--- config.mk ---
export PLATFORM = sky130hd
export DESIGN_NAME = dds_phase_acc
export DESIGN_NICKNAME = d
export VERILOG_FILES = /design/src/rtl/dds_pkg.sv /design/src/rtl/dds_fword_hold.sv /design/src/rtl/dds_phase_acc.sv
export SDC_FILE = /design/constraint.sdc
export NUM_CORES = 1
export LEC_CHECK = 0
export ABC_AREA = 1
export BUFFER_PORTS_ARGS = -buffer_cell sky130_fd_sc_hd__buf_2
export CAP_MARGIN = 20
export CORE_MARGIN = 1.5
export CORE_UTILIZATION = 43
export CTS_CLUSTER_DIAMETER = 60
export CTS_CLUSTER_SIZE = 8
export DETAILED_ROUTE_END_ITERATION = 16
export GPL_ROUTABILITY_DRIVEN = 0
export GPL_TIMING_DRIVEN = 0
export PLACE_DENSITY_LB_ADDON = 0.12
export SYNTH_ARGS = -nofsm -noshare
export SYNTH_HDL_FRONTEND = slang
export SYNTH_SLANG_ARGS = --single-unit
export TNS_END_PERCENT = 10
--- constraint.sdc ---
create_clock -name clock -period 4.5 [get_ports clock]
set_input_delay 0.225 -clock clock [delete_from_list [all_inputs] [get_ports clock]]
set_output_delay 0.225 -clock clock [all_outputs]
set_load 0.02 [all_outputs]
--- src/rtl/dds_pkg.sv ---
// Shared defaults and state encoding for the DDS phase accumulator.
package dds_pkg;

    localparam int unsigned ACC_W_DEF  = 32;
    localparam int unsigned ADDR_W_DEF = 12;
    localparam int unsigned CNT_W_DEF  = 16;

    typedef enum logic [1:0] {
        IDLE,
        RUN,
        BURST,
        STOPPING
    } dds_state_e;

endpackage

--- src/rtl/dds_fword_hold.sv ---
// Frequency-word holding register: accepts a word via valid/ready and moves it to the
// active tuning word when the load strobe fires.
module dds_fword_hold
    import dds_pkg::*;
#(
    parameter int unsigned ACC_W = ACC_W_DEF
) (
    input  logic             clock,
    input  logic             rst_n,
    input  logic [ACC_W-1:0] fword,
    input  logic             fword_vld,
    output logic             fword_rdy,
    input  logic             load,
    output logic [ACC_W-1:0] fword_act
);

    logic [ACC_W-1:0] hold_q;
    logic             hold_vld_q;
    logic [ACC_W-1:0] act_q;

    assign fword_rdy = !hold_vld_q;
    assign fword_act = act_q;

    // Accept needs an empty holder and load needs a full one, so they never collide.
    always_ff @(posedge clock or negedge rst_n) begin
        if (!rst_n) begin
            hold_q     <= '0;
            hold_vld_q <= 1'b0;
            act_q      <= '0;
        end else if (load && hold_vld_q) begin
            act_q      <= hold_q;
            hold_vld_q <= 1'b0;
        end else if (fword_vld && !hold_vld_q) begin
            hold_q     <= fword;
            hold_vld_q <= 1'b1;
        end
    end

endmodule

--- src/rtl/dds_phase_acc.sv ---
// DDS phase accumulator: phase-continuous frequency updates at wrap, offset ROM address,
// continuous or counted-burst operation.
module dds_phase_acc
    import dds_pkg::*;
#(
    parameter int unsigned ACC_W  = ACC_W_DEF,
    parameter int unsigned ADDR_W = ADDR_W_DEF,
    parameter int unsigned CNT_W  = CNT_W_DEF
) (
    input  logic              clock,
    input  logic              rst_n,
    input  logic              start,
    input  logic              stop,
    input  logic [CNT_W-1:0]  burst_n,
    input  logic [ACC_W-1:0]  fword,
    input  logic              fword_vld,
    output logic              fword_rdy,
    input  logic [ADDR_W-1:0] poffs,
    output logic [ADDR_W-1:0] rom_addr,
    output logic              addr_vld,
    output logic              q_vld,
    output logic              wrap,
    output logic              busy,
    output logic              done
);

    dds_state_e       state_q;
    logic [ACC_W-1:0] acc_q;
    logic [CNT_W-1:0] cnt_q;
    logic [ACC_W-1:0] fword_act;
    logic [ACC_W:0]   sum;
    logic             running;
    logic             carry;
    logic             load;

    assign running = (state_q != IDLE);
    assign sum     = {1'b0, acc_q} + {1'b0, fword_act};
    assign carry   = running && sum[ACC_W];
    // In IDLE a new word takes effect at once; while running only at a period boundary.
    assign load    = !running || carry;
    assign busy    = running;

    dds_fword_hold #(
        .ACC_W (ACC_W)
    ) u_fword_hold (
        .clock     (clock),
        .rst_n     (rst_n),
        .fword     (fword),
        .fword_vld (fword_vld),
        .fword_rdy (fword_rdy),
        .load      (load),
        .fword_act (fword_act)
    );

    always_ff @(posedge clock or negedge rst_n) begin
        if (!rst_n) begin
            state_q  <= IDLE;
            acc_q    <= '0;
            cnt_q    <= '0;
            rom_addr <= '0;
            addr_vld <= 1'b0;
            q_vld    <= 1'b0;
            wrap     <= 1'b0;
            done     <= 1'b0;
        end else begin
            rom_addr <= acc_q[ACC_W-1 -: ADDR_W] + poffs;
            addr_vld <= running;
            q_vld    <= addr_vld;
            wrap     <= carry;
            done     <= 1'b0;
            if (state_q == IDLE) begin
                acc_q <= '0;
                if (start) begin
                    if (burst_n == '0) begin
                        state_q <= RUN;
                    end else begin
                        state_q <= BURST;
                        cnt_q   <= burst_n;
                    end
                end
            end else if (stop && (fword_act == '0)) begin
                // A zero step never wraps, so stop must end the run immediately.
                state_q <= IDLE;
                acc_q   <= '0;
                done    <= 1'b1;
            end else if (carry && ((state_q == STOPPING) ||
                                   ((state_q == BURST) && (cnt_q == CNT_W'(1))))) begin
                state_q <= IDLE;
                acc_q   <= '0;
                done    <= 1'b1;
            end else begin
                acc_q <= sum[ACC_W-1:0];
                if (carry && (state_q == BURST)) begin
                    cnt_q <= cnt_q - CNT_W'(1);
                end
                if (stop) begin
                    state_q <= STOPPING;
                end
            end
        end
    end

endmodule

==> key figures, run 1 <==
Global route
  • Initial antenna violation count: 0
  • Total gr overflow: 0
  • Total track usage: 0.223
  • Largest net degree at the start of global routing: 84
  • Vias in the first global route: 6508
  • First-pass GRT wire length: 32400 um

Floorplan
  • # rows: 49
  • Initial core utilization: 0.437
  • Core Area: 0.0179 mm2
  • Io pins: 83
  • DIE AREA: 0.0190 mm2
  • Die Wd: 138 um
  • Die H: 138 um

Clocking
  • # Post-CTS Setup Buffers: 0
  • CTS Buf Count: 17
  • Clk slew on worst S/H paths: 0.06 ns
  • Post_cts resized: 0
  • Clock buffer depth: 2
  • Root buffer cell: clkbuf_16
  • H-tree levels: 4
  • CTS tree: built
  • Worst skew pair latency: 0.42 ns
  • Clock sink count: 131

Layout
  • # diodes: 0
  • Multi-input gate area: 0.00402 mm2
  • Most common cell after layout, fill and taps aside: nand2_1
  • Final Non-Filler Cells: 1359
  • Area Growth Syn to Fin: 17.6%
  • Fillers: 1805
  • Share of layout cells above drive strength 1: 0.154
  • Reg area: 0.00328 mm2
  • Most frequent cells in the layout: nand2_1, nor2_1, dfrtp_1
  • Post-layout net count: 1229

Synthesis
  • Asr flop ratio synth: 1.00
  • Netlist cell types: 39
  • Gate Count Post-Synth: 1014
  • Synthesized Nets: 1126
  • Synth Warn #: 0
  • Seq cells post-synth: 131
  • Synth Flop Type: dfrtp_1
  • Mapped Area: 0.00783 mm2
  • Post-synth EDFFs: 0
  • Avg Cell Area, Syn: 7.72 um2
  • Seq/Total Area, Yosys: 0.419

Critical path
  • Most used cell, CP: nand2_2
  • Delay-heaviest family, CP: simple AND/OR/NAND/NOR gates
  • R2R cell count: 16
  • CP Class: flip-flop to flip-flop
  • Startpoint type of the worst setup path: flip-flop
  • CP Depth: 16
  • Crit-path slowest cell: fa_1
  • CP Data Arrival Time: 3.19 ns
  • CP peak stage delay: 0.39 ns
  • CP endpoint kind: flip-flop
  • WP data required: 4.80 ns
  • Crit-path cells: ha_1 > inv_1 > fa_1 > inv_1 > nand2_1 > nand2_1 > nand3_1 > nand2_2 > nand2_1 > nand2_2 > nand2_1 > nand2_2 > nand2_2 > nand2_2 > buf_2 > nor2_1
  • Max Fanout on Critical Path: 10
  • CP bufs+invs: 3

Timing
  • Final Setup Violations: 0
  • Period Utilization, post-route: 0.642
  • Final setup TNS: 0 ns
  • Max Clk Rate: 346 MHz
  • Pins Over Slew Limit: 0
  • Final min period: 2.89 ns
  • Clk_skew: 0.0117 ns
  • Rel. slew slack: 0.596
  • RSZ-0062 raised after global routing: no
  • Final hold viol count: 0
  • Slew @ Worst Pin: 0.599 ns

Run
  • Max-Cap Viols: 0

Power
  • Maximum vdd drop: 0.357 mV
  • Switching Share: 0.468
  • Sequential fraction of design power: 0.259
  • Leakage: 0.00474 uW
  • Sw Pwr: 3970 uW
  • Int Power: 4520 uW
  • Comb pwr share: 0.564
  • Clock power frac: 0.177
  • PD cells: 922 mW/mm2

Routing
  • Via count: 6747
  • Routed WL: 19800 um
  • Antenna viol nets, final: 0
  • Drt initial violations: 327
  • DR DRC count: 0
  • Drt first pass iters: 5
  • Vias per cell: 4.96
  • Routed length per placed instance: 14.6 um

Worst hold path
  • Hold/Removal Path Class: primary input to flip-flop
  • Hold Path Cell Cnt: 2

Place
  • IO buf count: 82
  • DP Cell Count: 1326
  • Dpl hpwl: 15300 um

Outcome
  • Status: completed
-- synthesized netlist by cell type (16+ instances only) --
cell type | count | share of area
nand3_1 | 40 | 0.026
nor3_1 | 20 | 0.013
xnor2_1 | 18 | 0.020
mux2_2 | 16 | 0.023
xor2_1 | 17 | 0.019
ha_1 | 45 | 0.072
a21oi_1 | 75 | 0.048
nor2_1 | 131 | 0.063
o21ai_0 | 61 | 0.039
inv_1 | 107 | 0.051
nand2_1 | 262 | 0.13
dfrtp_1 | 131 | 0.42
-- logic make-up (layout without fill, tap and decap cells) --
| logic type | after synthesis | after routing | synth area share |
|---|---|---|---|
| AND/OR/NAND/NOR | 492 | 492 | 0.261 |
| AO/OA/AOI/OAI | 163 | 163 | 0.113 |
| flip-flops | 131 | 131 | 0.419 |
| buffers and inverters | 130 | 246 | 0.0675 |
| adder cells (fa/ha/maj) | 47 | 47 | 0.0770 |
| XOR/XNOR | 35 | 35 | 0.0392 |
| multiplexers | 16 | 16 | 0.0230 |
-- registers in the layout, indices dropped and copies added (netlist names) --
signal,cells
u_fword_hold.fword_act,32
done,1
wrap,1
state_q,2
q_vld,1
cnt_q,16
u_fword_hold.hold_q,32
rom_addr,12
addr_vld,1
u_fword_hold.hold_vld_q,1
acc_q,32
-- repair_timing --
| item | CTS | global route |
|---|---|---|
| hold buffers | 1 | 0 |
| setup endpoints to repair | 0 | 0 |
| hold endpoints to repair | 48 | 0 |
-- power groups by stage --
stage	sequential, uW	combinational, uW	clock (uW)
2_1_floorplan	2160	3580	0
6_report	2200	4790	1500
3_5_place_dp	2210	4770	0
4_1_cts	2200	4810	1530
5_1_grt	2270	5460	1590
3_3_place_gp	2200	4710	0
-- worst reg2reg max path, stage by stage (launching register included) --
cell and delay (ns):
dfrtp_1 0.38, ha_1 0.24, inv_1 0.09, fa_1 0.39
inv_1 0.10, nand2_1 0.08, nand2_1 0.07, nand3_1 0.09
nand2_2 0.12, nand2_1 0.08, nand2_2 0.10, nand2_1 0.10
nand2_2 0.11, nand2_2 0.10, nand2_2 0.29, buf_2 0.35
nor2_1 0.09
-- cell type report --
type / count / share of cell area
Multi-Input combinational cell: 753 / 0.437
Sequential cell: 131 / 0.356
Timing Repair Buffer: 84 / 0.0493
Clock buffer: 19 / 0.0481
Inverter: 111 / 0.0452
Tap cell: 229 / 0.0311
Clock inverter: 13 / 0.0215
Buffer: 19 / 0.0121
-- per-stage QoR --
step           instance area (um2)  power (uW)  setup slack (ns)  utilization  hold WS (ns)
3_3_place_gp                  8520        6910              1.29        0.476         0.357
4_1_cts                       9210        8540              1.60        0.514        0.0209
3_5_place_dp                  8560        6980              1.61        0.478         0.202
5_1_grt                       9210        9320              1.40        0.514        0.0185
6_report                      9210        8490              1.61        0.514        0.0311
2_1_floorplan                 7830        5740              2.30            -       -0.0706
-- path summary, 6_finish.rpt --
check / startpoint / to / slack, ns
hold / removal: fword[14] / u_fword_hold.hold_q[14]$_DFFE_PN0P_ / 0.03
setup reg to reg: u_fword_hold.fword_act[0]$_DFFE_PN0P_ / acc_q[24]$_DFF_PN0_ / 1.61
setup / recovery: u_fword_hold.fword_act[0]$_DFFE_PN0P_ / acc_q[24]$_DFF_PN0_ / 1.61
min in group asynchronous: rst_n / acc_q[3]$_DFF_PN0_ / 0.29
hold reg to reg: addr_vld$_DFF_PN0_ / q_vld$_DFF_PN0_ / 0.37
max in group asynchronous: rst_n / acc_q[18]$_DFF_PN0_ / 3.45
-- metal layers --
metal | wire [um] | vias up | track usage
li1 | - | 3491 | -
met1 | 9570 | 3120 | 0.300
met2 | 9380 | 106 | 0.367
met3 | 492 | 30 | 0.0318
met4 | 405 | 0 | 0.0770
met5 | 0 | - | 0
No activity file was read; power rests on OpenSTA's default activity.
==> run 2, diff against run 1 <==
clock period = 2.6 ns   (was 4.5 ns; I/O delays follow)
==> run 2 against run 1 <==
Core utilization up 2.5 points. Register-to-register slack got worse by 1.5 ns. Combinational power rose by 81%. Sequential power grew 73%. Flip-flop and latch count stayed put. Design area increased by 4.9%. Largest power group unchanged. Highest routed layer unchanged.
==> key figures, run 2 (synthesis gave the netlist of run 1 again) <==
Floorplan
  • DIE AREA: 0.0190 mm2
  • Io pins: 83
  • # rows: 49
  • Initial core utilization: 0.437
  • Die Wd: 138 um
  • Die H: 138 um
  • Core Area: 0.0179 mm2

Global route
  • Initial antenna violation count: 0
  • First-pass GRT wire length: 33200 um
  • M1 GR Usage: 0.303
  • Total track usage: 0.229
  • Busiest metal layer after global routing: met2
  • M2 GR Usage: 0.387
  • Largest net degree at the start of global routing: 84
  • Total gr overflow: 0
  • Vias in the first global route: 6714
  • Global-route met3 utilization: 0.0318

Routing
  • Antenna viol nets, final: 0
  • Drt first pass iters: 5
  • Routed WL: 20600 um
  • Drt initial violations: 340
  • Routed length per placed instance: 14.7 um
  • Vias per cell: 5.00
  • Via count: 6995
  • DR DRC count: 0

Timing
  • Slew @ Worst Pin: 0.596 ns
  • RSZ-0062 raised after global routing: no
  • Rel. slew slack: 0.598
  • Period Utilization, post-route: 0.938
  • Final hold viol count: 0
  • Final min period: 2.44 ns
  • Final Setup Violations: 0
  • Hold WS: 0.0122 ns
  • Max Clk Rate: 410 MHz
  • Pins Over Slew Limit: 0
  • Clk_skew: 0.0102 ns

Critical path
  • Worst setup path startpoint: u_fword_hold.fword_act[0]$_DFFE_PN0P_
  • Worst R2R End: acc_q[26]$_DFF_PN0_
  • Crit path to: acc_q[26]$_DFF_PN0_
  • Most used cell, CP: nand2_1
  • CP Class: flip-flop to flip-flop
  • WP data required: 2.90 ns
  • R2R setup slack: 0.16 ns
  • Crit-path cells: ha_4 > inv_1 > fa_2 > inv_2 > nand2_1 > o21ai_0 > a21oi_1 > inv_1 > nand2_1 > nand2_1 > nand3_1 > a21oi_1 > nor2_1
  • CP endpoint kind: flip-flop
  • CP peak stage delay: 0.39 ns
  • Startpoint type of the worst setup path: flip-flop
  • CP Depth: 13
  • Max Fanout on Critical Path: 3
  • Delay-heaviest family, CP: compound AO/OA/AOI/OAI gates
  • R2R cell count: 13
  • Crit-path slowest cell: dfrtp_1
  • CP bufs+invs: 3
  • FF-to-FF Start: u_fword_hold.fword_act[0]$_DFFE_PN0P_
  • CP Data Arrival Time: 2.74 ns

Place
  • Placed inst area: 0.00856 mm2
  • IO buf count: 82
  • Dpl hpwl: 15300 um

Run
  • Max-Cap Viols: 0

Layout
  • Share of layout cells above drive strength 1: 0.162
  • # diodes: 0
  • Fin area: 0.00966 mm2
  • Post-layout net count: 1270
  • Most common cell after layout, fill and taps aside: nand2_1
  • Most frequent cells in the layout: nand2_1, nor2_1, dfrtp_1
  • Area Growth Syn to Fin: 23.4%

Clocking
  • Worst skew pair latency: 0.42 ns
  • Clock sink count: 131
  • Clock buffer depth: 2
  • Root buffer cell: clkbuf_16
  • Clk slew on worst S/H paths: 0.06 ns
  • H-tree levels: 4
  • CTS tree: built
  • CTS Buf Count: 17

Outcome
  • Status: completed

Power
  • Maximum vdd drop: 0.639 mV
  • PD cells: 1560 mW/mm2
  • Design Power: 15100 uW
  • Leakage: 0.00494 uW

Worst hold path
  • Hold/Removal Path Class: primary input to flip-flop
## run 2: cell types whose count changed in the layout (fill, tap and decap cells not counted), sizes merged
cell,previous run,this run
dlygate4sd3,1,33
buf,92,101
## run 2: layout make-up
cell class	count	area [um2]
inverters	111	417
clock inverters	13	198
flip-flops and latches	131	3280
plain buffers	19	126
repair buffers	125	840
multi-input cells	753	4080
fillers	1751	8240
clock buffers	19	443
well taps	229	287
## run 2: power by group
part	switching [uW]	leakage, uW	total (uW)	internal, uW
clock network	953	0.000314	2600	1650
logic	5390	0.00305	8650	3260
registers	673	0.00157	3810	3140
total	7020	0.00494	15100	8050
## run 2: repair_timing
| action | CTS | global route |
|---|---|---|
| setup endpoints to repair | 71 | 78 |
| hold buffers | 33 | 0 |
| gates cloned | 0 | 1 |
| pin swaps | 1 | 2 |
| buffers inserted | 2 | 6 |
| resized for setup | 10 | 13 |
| endpoints found under the hold margin | 80 | 0 |
## run 2: worst reg2reg max path, cell delays in order, from the launching register on
cell,delay [ns]
dfrtp_1,0.39
ha_4,0.17
inv_1,0.06
fa_2,0.35
inv_2,0.07
nand2_1,0.07
o21ai_0,0.29
a21oi_1,0.19
inv_1,0.11
nand2_1,0.05
nand2_1,0.14
nand3_1,0.16
a21oi_1,0.18
nor2_1,0.07
## run 2: routing by layer
layer  wire length [um]  vias up
met1               9590     3238
met5                  0        -
met2               9950      151
met3                698       28
met4                377        0
li1                   -     3578
## run 2: worst min path at each step
stage               slack, ns  depth (start not counted)                             endpoint                from
global placement         0.36                          0                      q_vld$_DFF_PN0_  addr_vld$_DFF_PN0_
global route             0.03                          3  u_fword_hold.hold_q[19]$_DFFE_PN0P_           fword[19]
CTS                     0.009                          5                 cnt_q[5]$_DFFE_PN0P_          burst_n[5]
floorplan               -0.17                          0                   acc_q[0]$_DFF_PN0_               rst_n
detailed placement       0.11                          1                   acc_q[3]$_DFF_PN0_               rst_n
finish                   0.01                          3  u_fword_hold.hold_q[19]$_DFFE_PN0P_           fword[19]
## run 2: stage by stage
step	TNS, ns	worst slack (ns)	cells	utilization
2_1_floorplan	0	0.404	1014	-
3_3_place_gp	-74.32	-0.513	1325	0.476
3_5_place_dp	-8.41	-0.286	1326	0.478
4_1_cts	0	0.0192	1393	0.535
5_1_grt	0	0.00281	1400	0.540
6_report	0	0.160	1400	0.540
==> run 3, diff against run 2 <==
HOLD_SLACK_MARGIN = 0.02   (was default)
SETUP_SLACK_MARGIN = 0.4   (was default)
TNS_END_PERCENT = 5   (was 10)
==> run 3 against run 2 <==
Die area is the same. Non-clock buffer count grew 16. Routed wire length grew 3.3%. Register-to-register slack gained 0.13 ns. Clock power is essentially flat. Sequential power grew 4%. Final cell count grew 1.1%. Total power grew 7.4%. Sequential share of layout area shrank 1.7 points. Global-route usage grew 0.45 points. Flip-flop and latch count is the same. Critical endpoint is now u_fword_hold.fword_act[3]$_DFFE_PN0P_.
==> key figures, run 3 (synthesis gave the netlist of run 1 again) <==
Outcome
  • Status: completed

Layout
  • # diodes: 0
  • Most frequent cells in the layout: nand2_1, nor2_1, dfrtp_1
  • Fillers: 1664
  • Most common cell after layout, fill and taps aside: nand2_1
  • Reg area: 0.00328 mm2
  • Multi-input gate area: 0.00438 mm2
  • Share of layout cells above drive strength 1: 0.203
  • Fin area: 0.0102 mm2
  • Post-layout net count: 1286
  • Area Growth Syn to Fin: 30.0%

Worst hold path
  • Hold/Removal Path Class: primary input to flip-flop

Global route
  • Initial antenna violation count: 0
  • First-pass GRT wire length: 33800 um
  • Vias in the first global route: 6828
  • Total track usage: 0.233
  • Total gr overflow: 0
  • Largest net degree at the start of global routing: 84

Clocking
  • Clock buffer depth: 2
  • H-tree levels: 4
  • CTS Buf Count: 17
  • Root buffer cell: clkbuf_16
  • CTS tree: built
  • Worst skew pair latency: 0.42 ns
  • Clock sink count: 131
  • Clk slew on worst S/H paths: 0.06 ns

Power
  • Sw Pwr: 7420 uW
  • PD cells: 1590 mW/mm2
  • Clock power frac: 0.161
  • Switching Share: 0.458
  • Leakage: 0.00508 uW
  • Maximum vdd drop: 0.692 mV
  • Int Power: 8770 uW
  • Sequential fraction of design power: 0.244
  • Comb pwr share: 0.595

Timing
  • Rel. slew slack: 0.584
  • Final Setup Violations: 0
  • Final min period: 2.31 ns
  • Pins Over Slew Limit: 0
  • Slew @ Worst Pin: 0.624 ns
  • Final hold viol count: 0
  • Clk_skew: 0.0123 ns
  • RSZ-0062 raised after global routing: yes
  • Final setup TNS: 0 ns
  • Max Clk Rate: 433 MHz
  • Period Utilization, post-route: 0.889

Run
  • Max-Cap Viols: 0

Floorplan
  • DIE AREA: 0.0190 mm2
  • # rows: 49
  • Initial core utilization: 0.437
  • Die Wd: 138 um
  • Core Area: 0.0179 mm2
  • Io pins: 83
  • Die H: 138 um

Critical path
  • CP endpoint kind: flip-flop
  • Delay-heaviest family, CP: simple AND/OR/NAND/NOR gates
  • CP Class: flip-flop to flip-flop
  • CP Data Arrival Time: 2.63 ns
  • Startpoint type of the worst setup path: flip-flop
  • Most used cell, CP: nand2_4
  • CP bufs+invs: 5
  • Crit-path cells: ha_4 > inv_2 > fa_2 > inv_2 > nand2_4 > nand2_2 > nand3_2 > nand2_2 > nand2_2 > nand2_4 > nand2_4 > nand2_4 > inv_4 > nand2_4 > nand2_4 > buf_8 > clkbuf_16 > nand2_1 > nand2_1
  • WP data required: 2.91 ns
  • Crit-path slowest cell: dfrtp_1
  • CP peak stage delay: 0.39 ns
  • Max Fanout on Critical Path: 6

Routing
  • Drt first pass iters: 5
  • Antenna viol nets, final: 0
  • Routed WL: 21300 um
  • Drt initial violations: 321
  • Vias per cell: 4.99
  • Via count: 7066
  • DR DRC count: 0
  • Routed length per placed instance: 15.0 um

Place
  • IO buf count: 82
  • Placed inst area: 0.00856 mm2
  • Dpl hpwl: 15300 um
[run 3: cell types whose count changed in the layout (fill, tap and decap cells not counted), sizes merged]
cell	delta
buf	+9
dlygate4sd3	+5
bufbuf	+1
clkbuf	+1
[run 3: metal layers]
layer  vias up  share of wire  GRT usage
met3        20          0.031     0.0318
li1       3596              -          -
met4         0          0.012     0.0758
met1      3322           0.46      0.305
met2       128           0.50      0.399
met5         -              0          0
[run 3: cell type report]
type | count | share of cell area
tap | 229 | 0.0282
inverter | 111 | 0.0414
multi-input combinational | 753 | 0.430
buffer | 19 | 0.0150
clock inverter | 13 | 0.0194
sequential | 131 | 0.322
timing repair buffer | 141 | 0.0997
clock buffer | 19 | 0.0435
[run 3: repair_timing]
item,in CTS,in global routing
endpoints found under the hold margin,85,0
gates cloned,2,1
resized for setup,36,50
pin swaps,6,6
hold buffers,38,0
buffers inserted,12,5
endpoints found under the setup margin,85,84
[run 3: worst reg2reg max path, delay by kind of cell, from the launching register on]
| family | cells | cell delay, ns |
|---|---|---|
| buffers and inverters | 5 | 0.49 |
| flip-flops | 1 | 0.39 |
| adder cells (fa/ha/maj) | 2 | 0.51 |
| AND/OR/NAND/NOR | 12 | 0.82 |
[run 3: worst paths after layout]
kind / start / endpoint / slack [ns] / cells past startpoint
max in group asynchronous: rst_n / u_fword_hold.fword_act[21]$_DFFE_PN0P_ / 1.62 / 3
min in group asynchronous: rst_n / acc_q[3]$_DFF_PN0_ / 0.20 / 2
worst min-delay path: burst_n[4] / cnt_q[4]$_DFFE_PN0P_ / 0.03 / 5
worst max-delay path: u_fword_hold.fword_act[0]$_DFFE_PN0P_ / u_fword_hold.fword_act[3]$_DFFE_PN0P_ / 0.29 / 19
worst min register to register: addr_vld$_DFF_PN0_ / q_vld$_DFF_PN0_ / 0.37 / 0
worst max register to register: u_fword_hold.fword_act[0]$_DFFE_PN0P_ / u_fword_hold.fword_act[3]$_DFFE_PN0P_ / 0.29 / 19
[run 3: through the flow]
| step | utilization | worst slack [ns] | hold slack (ns) | std cells | total power [uW] |
|---|---|---|---|---|---|
| finish | 0.568 | 0.288 | 0.0305 | 1416 | 16200 |
| global route | 0.568 | 0.175 | 0.0517 | 1416 | 17600 |
| CTS | 0.549 | 0.248 | 0.0231 | 1410 | 15400 |
| detailed placement | 0.478 | -0.286 | 0.107 | 1326 | 12100 |
| global placement | 0.476 | -0.513 | 0.357 | 1325 | 12000 |
| floorplan | - | 0.404 | -0.166 | 1014 | 9930 |
[run 3: power groups by stage]
stage | clock network [uW] | registers, uW | logic [uW]
detailed placement | 0 | 3830 | 8260
global route | 2750 | 4080 | 10800
floorplan | 0 | 3740 | 6190
global placement | 0 | 3820 | 8150
finish | 2610 | 3950 | 9630
CTS | 2650 | 3810 | 8930
